<file path="config.mk">
export PLATFORM = sky130hd
export DESIGN_NAME = scpad_be_tile_fetch
export DESIGN_NICKNAME = d
export VERILOG_FILES = /design/src/rtl/scpad_be_tile_fetch.sv
export SDC_FILE = /design/constraint.sdc
export NUM_CORES = 1
export LEC_CHECK = 0
export BUFFER_PORTS_ARGS = -buffer_cell sky130_fd_sc_hd__buf_2
export CAP_MARGIN = 20
export CORE_AREA = 5 5 475 477
export CTS_BUF_LIST = sky130_fd_sc_hd__clkbuf_16
export CTS_CLUSTER_SIZE = 40
export DETAILED_ROUTE_END_ITERATION = 6
export DIE_AREA = 0 0 480 482
export PLACE_DENSITY = 0.38
export SLEW_MARGIN = 20
export SYNTH_ARGS = -nofsm -noshare
export SYNTH_HDL_FRONTEND = slang
export SYNTH_SLANG_ARGS = --single-unit
export TNS_END_PERCENT = 5
</file>
<file path="constraint.sdc">
create_clock -name CLK -period 5.5 [get_ports CLK]
set_input_delay 0 -clock CLK [delete_from_list [all_inputs] [get_ports CLK]]
set_output_delay 0 -clock CLK [all_outputs]
set_load 0.1 [all_outputs]
</file>
<file path="src/rtl/scpad_be_tile_fetch.sv">
// Scratchpad backend tile-fetch engine: DRAM row reads in, masked SRAM row writes out.
// Build option: SCPAD_FETCH_ZERO_FILL_EN writes full rows with out-of-tile columns zeroed.
package spad_types_pkg;
    localparam int DRAM_ADDR_WIDTH  = 32;
    localparam int SCPAD_ID_WIDTH   = 1;
    localparam int MAX_DIM_WIDTH    = 5;
    localparam int DRAM_ID_WIDTH    = SCPAD_ID_WIDTH + MAX_DIM_WIDTH;
    localparam int NUM_ROWS         = 16384;
    localparam int ROW_IDX_WIDTH    = 14;
    localparam int NUM_COLS         = 32;
    localparam int ELEM_WIDTH       = 16;
    localparam int ROW_SHIFT        = 6;
    localparam int SCPAD_ADDR_WIDTH = ROW_IDX_WIDTH + ROW_SHIFT;

    typedef logic [NUM_COLS-1:0][ELEM_WIDTH-1:0] scpad_data_t;
    typedef logic [NUM_COLS-1:0]                 mask_t;
endpackage

module scpad_be_tile_fetch
    import spad_types_pkg::*;
#(
    parameter int MAX_OUTSTANDING = 8
) (
    input  logic                        CLK,
    input  logic                        nRST,
    input  logic                        cmd_valid,
    output logic                        cmd_ready,
    input  logic [DRAM_ADDR_WIDTH-1:0]  cmd_dram_addr,
    input  logic [DRAM_ADDR_WIDTH-1:0]  cmd_dram_stride,
    input  logic [SCPAD_ADDR_WIDTH-1:0] cmd_spad_addr,
    input  logic [MAX_DIM_WIDTH-1:0]    cmd_rows_m1,
    input  logic [MAX_DIM_WIDTH-1:0]    cmd_cols_m1,
    input  logic [SCPAD_ID_WIDTH-1:0]   cmd_scpad_id,
    output logic                        dram_req_valid,
    input  logic                        dram_req_ready,
    output logic [DRAM_ADDR_WIDTH-1:0]  dram_req_addr,
    output logic [DRAM_ID_WIDTH-1:0]    dram_req_id,
    input  logic                        dram_resp_valid,
    output logic                        dram_resp_ready,
    input  logic [DRAM_ID_WIDTH-1:0]    dram_resp_id,
    input  scpad_data_t                 dram_resp_data,
    output logic                        wr_valid,
    input  logic                        wr_ready,
    output logic [SCPAD_ID_WIDTH-1:0]   wr_scpad_id,
    output logic [ROW_IDX_WIDTH-1:0]    wr_row,
    output scpad_data_t                 wr_data,
    output mask_t                       wr_mask,
    output logic                        done,
    output logic                        err
);

    typedef enum logic [1:0] {
        IDLE,
        ISSUE,
        DRAIN,
        DONE
    } state_e;

    localparam int CNT_W = 6;
    localparam logic [CNT_W-1:0] OUTS_MAX = CNT_W'(MAX_OUTSTANDING);

    state_e                       state_q, state_d;
    logic                         started_q;
    logic [DRAM_ADDR_WIDTH-1:0]   req_addr_q, req_addr_d;
    logic [DRAM_ADDR_WIDTH-1:0]   stride_q, stride_d;
    logic [ROW_IDX_WIDTH-1:0]     row_base_q, row_base_d;
    logic [MAX_DIM_WIDTH-1:0]     rows_m1_q, rows_m1_d;
    logic [MAX_DIM_WIDTH-1:0]     cols_m1_q, cols_m1_d;
    logic [MAX_DIM_WIDTH-1:0]     iss_q, iss_d;
    logic [SCPAD_ID_WIDTH-1:0]    sid_q, sid_d;
    logic [31:0]                  rcvd_q, rcvd_d;
    logic [CNT_W-1:0]             outs_q, outs_d;
    logic                         err_q, err_d;
    logic                         wr_valid_q, wr_valid_d;
    logic [ROW_IDX_WIDTH-1:0]     wr_row_q, wr_row_d;
    scpad_data_t                  wr_data_q, wr_data_d;
    mask_t                        wr_mask_q, wr_mask_d;

    logic                         active;
    logic                         wr_free;
    logic                         req_hs;
    logic                         resp_hs;
    logic                         resp_ok;
    logic                         good_hs;
    logic                         all_rcvd;
    logic [31:0]                  need;
    mask_t                        col_mask;
    mask_t                        fill_mask;
    scpad_data_t                  fill_data;
    logic [MAX_DIM_WIDTH-1:0]     resp_row;
    logic [SCPAD_ID_WIDTH-1:0]    resp_sid;
    logic                         unused_spad_lsb;

    assign unused_spad_lsb = ^cmd_spad_addr[ROW_SHIFT-1:0];

    assign resp_row = dram_resp_id[MAX_DIM_WIDTH-1:0];
    assign resp_sid = dram_resp_id[DRAM_ID_WIDTH-1 -: SCPAD_ID_WIDTH];
    assign active   = (state_q == ISSUE) || (state_q == DRAIN);
    assign wr_free  = !wr_valid_q || wr_ready;
    assign req_hs   = dram_req_valid && dram_req_ready;
    assign resp_hs  = dram_resp_valid && dram_resp_ready;
    assign resp_ok  = (resp_sid == sid_q)
                   && (resp_row <= rows_m1_q)
                   && !rcvd_q[resp_row];
    assign good_hs  = active && resp_hs && resp_ok;

    always_comb begin
        need     = '0;
        col_mask = '0;
        for (int i = 0; i < 32; i++) begin
            need[i]     = MAX_DIM_WIDTH'(i) <= rows_m1_q;
            col_mask[i] = MAX_DIM_WIDTH'(i) <= cols_m1_q;
        end
        all_rcvd = &(rcvd_q | ~need);
    end

    // Zero-fill build clears stale scratchpad data beyond the tile width.
    always_comb begin
        fill_data = dram_resp_data;
        fill_mask = col_mask;
`ifdef SCPAD_FETCH_ZERO_FILL_EN
        fill_mask = '1;
        for (int c = 0; c < NUM_COLS; c++) begin
            if (!col_mask[c]) begin
                fill_data[c] = '0;
            end
        end
`endif
    end

    always_comb begin
        state_d    = state_q;
        req_addr_d = req_addr_q;
        stride_d   = stride_q;
        row_base_d = row_base_q;
        rows_m1_d  = rows_m1_q;
        cols_m1_d  = cols_m1_q;
        iss_d      = iss_q;
        sid_d      = sid_q;
        rcvd_d     = rcvd_q;
        outs_d     = outs_q;
        err_d      = err_q;
        wr_valid_d = wr_valid_q;
        wr_row_d   = wr_row_q;
        wr_data_d  = wr_data_q;
        wr_mask_d  = wr_mask_q;

        cmd_ready       = 1'b0;
        dram_req_valid  = 1'b0;
        dram_resp_ready = 1'b0;
        done            = 1'b0;

        if (wr_valid_q && wr_ready) begin
            wr_valid_d = 1'b0;
        end

        unique case (state_q)
            IDLE: begin
                cmd_ready       = started_q;
                dram_resp_ready = started_q;
                if (cmd_valid && started_q) begin
                    req_addr_d = cmd_dram_addr;
                    stride_d   = cmd_dram_stride;
                    row_base_d = cmd_spad_addr[SCPAD_ADDR_WIDTH-1:ROW_SHIFT];
                    rows_m1_d  = cmd_rows_m1;
                    cols_m1_d  = cmd_cols_m1;
                    sid_d      = cmd_scpad_id;
                    iss_d      = '0;
                    rcvd_d     = '0;
                    outs_d     = '0;
                    err_d      = 1'b0;
                    state_d    = ISSUE;
                end
            end
            ISSUE: begin
                dram_req_valid  = outs_q < OUTS_MAX;
                dram_resp_ready = wr_free;
                if (req_hs) begin
                    iss_d      = iss_q + MAX_DIM_WIDTH'(1);
                    req_addr_d = req_addr_q + stride_q;
                    if (iss_q == rows_m1_q) begin
                        state_d = DRAIN;
                    end
                end
            end
            DRAIN: begin
                dram_resp_ready = wr_free;
                if (all_rcvd && wr_free) begin
                    state_d = DONE;
                end
            end
            DONE: begin
                done            = 1'b1;
                dram_resp_ready = 1'b1;
                state_d         = IDLE;
            end
            default: begin
                state_d = IDLE;
            end
        endcase

        // Outside an active tile, responses are swallowed without flagging.
        if (active && resp_hs) begin
            if (resp_ok) begin
                wr_valid_d       = 1'b1;
                wr_row_d         = row_base_q + ROW_IDX_WIDTH'(resp_row);
                wr_data_d        = fill_data;
                wr_mask_d        = fill_mask;
                rcvd_d[resp_row] = 1'b1;
            end else begin
                err_d = 1'b1;
            end
        end

        if (active && req_hs && !good_hs) begin
            outs_d = outs_q + CNT_W'(1);
        end else if (!req_hs && good_hs) begin
            outs_d = outs_q - CNT_W'(1);
        end
    end

    always_ff @(posedge CLK or negedge nRST) begin
        if (!nRST) begin
            state_q    <= IDLE;
            started_q  <= 1'b0;
            req_addr_q <= '0;
            stride_q   <= '0;
            row_base_q <= '0;
            rows_m1_q  <= '0;
            cols_m1_q  <= '0;
            iss_q      <= '0;
            sid_q      <= '0;
            rcvd_q     <= '0;
            outs_q     <= '0;
            err_q      <= 1'b0;
            wr_valid_q <= 1'b0;
            wr_row_q   <= '0;
            wr_data_q  <= '0;
            wr_mask_q  <= '0;
        end else begin
            state_q    <= state_d;
            started_q  <= 1'b1;
            req_addr_q <= req_addr_d;
            stride_q   <= stride_d;
            row_base_q <= row_base_d;
            rows_m1_q  <= rows_m1_d;
            cols_m1_q  <= cols_m1_d;
            iss_q      <= iss_d;
            sid_q      <= sid_d;
            rcvd_q     <= rcvd_d;
            outs_q     <= outs_d;
            err_q      <= err_d;
            wr_valid_q <= wr_valid_d;
            wr_row_q   <= wr_row_d;
            wr_data_q  <= wr_data_d;
            wr_mask_q  <= wr_mask_d;
        end
    end

    assign dram_req_addr = req_addr_q;
    assign dram_req_id   = {sid_q, iss_q};
    assign wr_valid      = wr_valid_q;
    assign wr_scpad_id   = sid_q;
    assign wr_row        = wr_row_q;
    assign wr_data       = wr_data_q;
    assign wr_mask       = wr_mask_q;
    assign err           = err_q;

endmodule

</file>
==> flow_metrics.env <==
export IMPL_dr_total_vias=31700
export IMPL_grt_pass1_wl_um=249000
export IMPL_cts_buffer_depth=3
export IMPL_post_route_period_util_pct=75.3
export IMPL_start_util_pct=13.3
export IMPL_detail_route_wl_per_cell_um=21.2
export IMPL_synth_ff_latch_count=695
export IMPL_insertion_delay_ns=0.74
export IMPL_cts_reportedPaths_clkPinSlew_ns=0.06
export IMPL_first_global_vias=32700
export IMPL_crit_path_end_kind="register"
export IMPL_area_growth_pct=76.2
export IMPL_finalCriticalPeriod_ns=4.14
export IMPL_drt_pass1_iter_count=5
export IMPL_hp_class="in -> reg"
export IMPL_finalWirelength_um=181000
export IMPL_grt_max_degree=177
export IMPL_cp_arrival_ns=4.76
export IMPL_crit_required_ns=6.11
export IMPL_root_buffer="clkbuf_16"
export IMPL_coreArea_sq_mm=0.221
export IMPL_final_hold_viol_count=0
export IMPL_timing_clock_skew_ns=0.0468
export IMPL_numCtsBuffers=93
export IMPL_finalSetupTns_ns=0
export IMPL_yosysWarningCount=0
export IMPL_syn_avg_cell_area_sq_um=8.80
export IMPL_syn_cell_area_sq_mm=0.0293
export IMPL_synthCells=3335
export IMPL_synthFlopType="dfrtp_1"
export IMPL_fill_cells=24300
export IMPL_synth_edf_count=0
export IMPL_drive_gt1_share_pct=25.1
export IMPL_setup_violations=0
export IMPL_post_route_drc_count=0
export IMPL_dp_final_hpwl_um=139000
export IMPL_htree_num_levels=3
export IMPL_rsz0062_at_grt="no"
export IMPL_slew_viol_final=0
export IMPL_syn_nets=4005
export IMPL_cts_tree="done"
export IMPL_final_nets=6170
export IMPL_start_kind="register"
export IMPL_grt_usage_pct=14.9
export IMPL_tightest_slew_ns=1.08
export IMPL_drtIter0Drc=1649
export IMPL_dieWidth_um=480
export IMPL_fmax_mhz=241
export IMPL_crit_path_max_fanout=68
export IMPL_numPortBuffers=1215
export IMPL_dieArea_sq_mm=0.231
export IMPL_ys_types=64
export IMPL_slew_limit_headroom_pct=28.0
export IMPL_overflow=0
export IMPL_cts_sinks=695
export IMPL_crit_type="reg -> reg"
export IMPL_outcome="finished, final reports clean"
export IMPL_die_y_um=482
export IMPL_gp_congestion=0.884
export IMPL_post_cts_setup_buffers=0
export IMPL_antenna_found_initial=32
export IMPL_async_reset_ff_share_pct=100
export IMPL_viasPerCell=3.70
export IMPL_ys_seq_area_share_pct=59.3
export IMPL_rows=173
export IMPL_ios=1222
export IMPL_ant_nets=0
export IMPL_cap_viol_max_count=0
## worst max-delay path, stage by stage (launching register included)
cell and delay, ns:
dfrtp_1 0.55, inv_1 0.31, ha_1 0.38, a21o_1 0.18
a21o_1 0.17, a211o_1 0.31, a211oi_2 0.31, nand3_4 0.17
inv_8 0.47, nand3_2 0.16, dlygate4sd3_1 0.78, o21ai_0 0.25
## routing by layer
layer | GRT usage [%] | wire length (um)
met3 | 5.30 | 15900
met2 | 25.5 | 86900
met4 | 4.66 | 6320
met5 | 0 | 70
met1 | 17.5 | 71900
## synthesized netlist by cell type (20+ instances only)
cell | n | area, sq um
nand2_1 | 1847 | 6930
dfrtp_1 | 695 | 17400
o21ai_0 | 111 | 556
clkbuf_1 | 108 | 405
a21oi_1 | 72 | 360
nor2_1 | 57 | 214
ha_1 | 49 | 613
buf_2 | 47 | 235
inv_1 | 26 | 97.6
o21ai_1 | 26 | 130
xor2_1 | 26 | 228
a21o_1 | 22 | 165
xnor2_1 | 20 | 175
## state kept, by name, indices dropped and copies added (netlist names)
register	cells
rows_m1_q	5
iss_q	5
rcvd_q	32
wr_valid	1
wr_row	14
state_q	2
started_q	1
row_base_q	14
stride_q	32
dram_req_addr	32
wr_data	512
wr_scpad_id	1
wr_mask	32
err	1
cols_m1_q	5
outs_q	6
## layout make-up
| type | count | area (sq um) | share of cell area [%] |
|---|---|---|---|
| repair buffers | 2245 | 16500 | 31.9 |
| well taps | 2975 | 3720 | 7.20 |
| multi-input cells | 2438 | 11000 | 21.4 |
| clock inverters | 67 | 523 | 1.01 |
| flip-flops and latches | 695 | 17400 | 33.7 |
| diodes | 21 | 52.6 | 0.102 |
| clock buffers | 93 | 2330 | 4.50 |
| inverters | 27 | 109 | 0.211 |
## worst paths after layout
check	startpoint	to	slack (ns)	cells after the start
setup / recovery	rows_m1_q[2]	rcvd_q[27]	1.36	11
hold / removal	dram_resp_data[290]	wr_data[290]	0.07	4
setup reg to reg	rows_m1_q[2]	rcvd_q[27]	1.36	11
hold reg to reg	wr_mask[0]	wr_mask[0]	0.46	1
max in group asynchronous	nRST	wr_data[221]	4.41	4
min in group asynchronous	nRST	wr_data[416]	0.10	3
## layout by cell type (no fill, tap or decap), drive strengths merged, types with 6 or more instances in the layout
master,count
diode,21
clkinv,34
dlygate4sd3,991
and3,18
nand3b,6
xnor2,20
mux4,8
or4,6
o21ai,137
nor2b,11
a31oi,11
buf,1254
dfrtp,695
nand3,20
bufinv,6
nand4,9
o21a,6
nand2b,7
ha,49
mux2i,12
and2,6
clkbuf,93
o31ai,11
nor2,58
inv,53
nor3,10
o211ai,7
a211oi,7
nand2,1847
a21o,22
a21oi,72
xor2,26
## metrics by stage
| step | cells | setup slack [ns] | cell area [sq um] | hold slack (ns) | utilization (%) |
|---|---|---|---|---|---|
| after global placement | 7387 | 1.80 | 38800 | 0.116 | 17.6 |
| after detailed placement | 7387 | 1.72 | 38800 | 0.103 | 17.6 |
| after CTS | 8539 | 1.23 | 51600 | 0.000266 | 23.3 |
| after global routing | 8558 | 1.07 | 51700 | 0.0136 | 23.4 |
| after floorplan | 3335 | 0.00686 | 29300 | -0.296 | - |
| final | 8561 | 1.36 | 51700 | 0.0716 | 23.4 |
## logic make-up after synthesis
| kind of cell | synth area share (%) |
|---|---|
| adders and majority gates | 2.26 |
| other | 0.0128 |
| AOI/OAI and AO/OA | 6.23 |
| xor gates and xnor gates | 1.37 |
| DFF | 59.3 |
| buffers and inverters | 3.16 |
| muxes | 1.02 |
| and+or+nand+nor | 26.7 |
## what timing repair did
| action | CTS | global route |
|---|---|---|
| hold buffers | 992 | 0 |
| hold endpoints to repair | 949 | 0 |
| endpoints found under the setup margin | 0 | 0 |
| gates resized for setup | 0 | 0 |
Power is left out: the tool's default activity adds up to more than one toggle a clock period on the data nets, which glitch-free logic cannot reach.
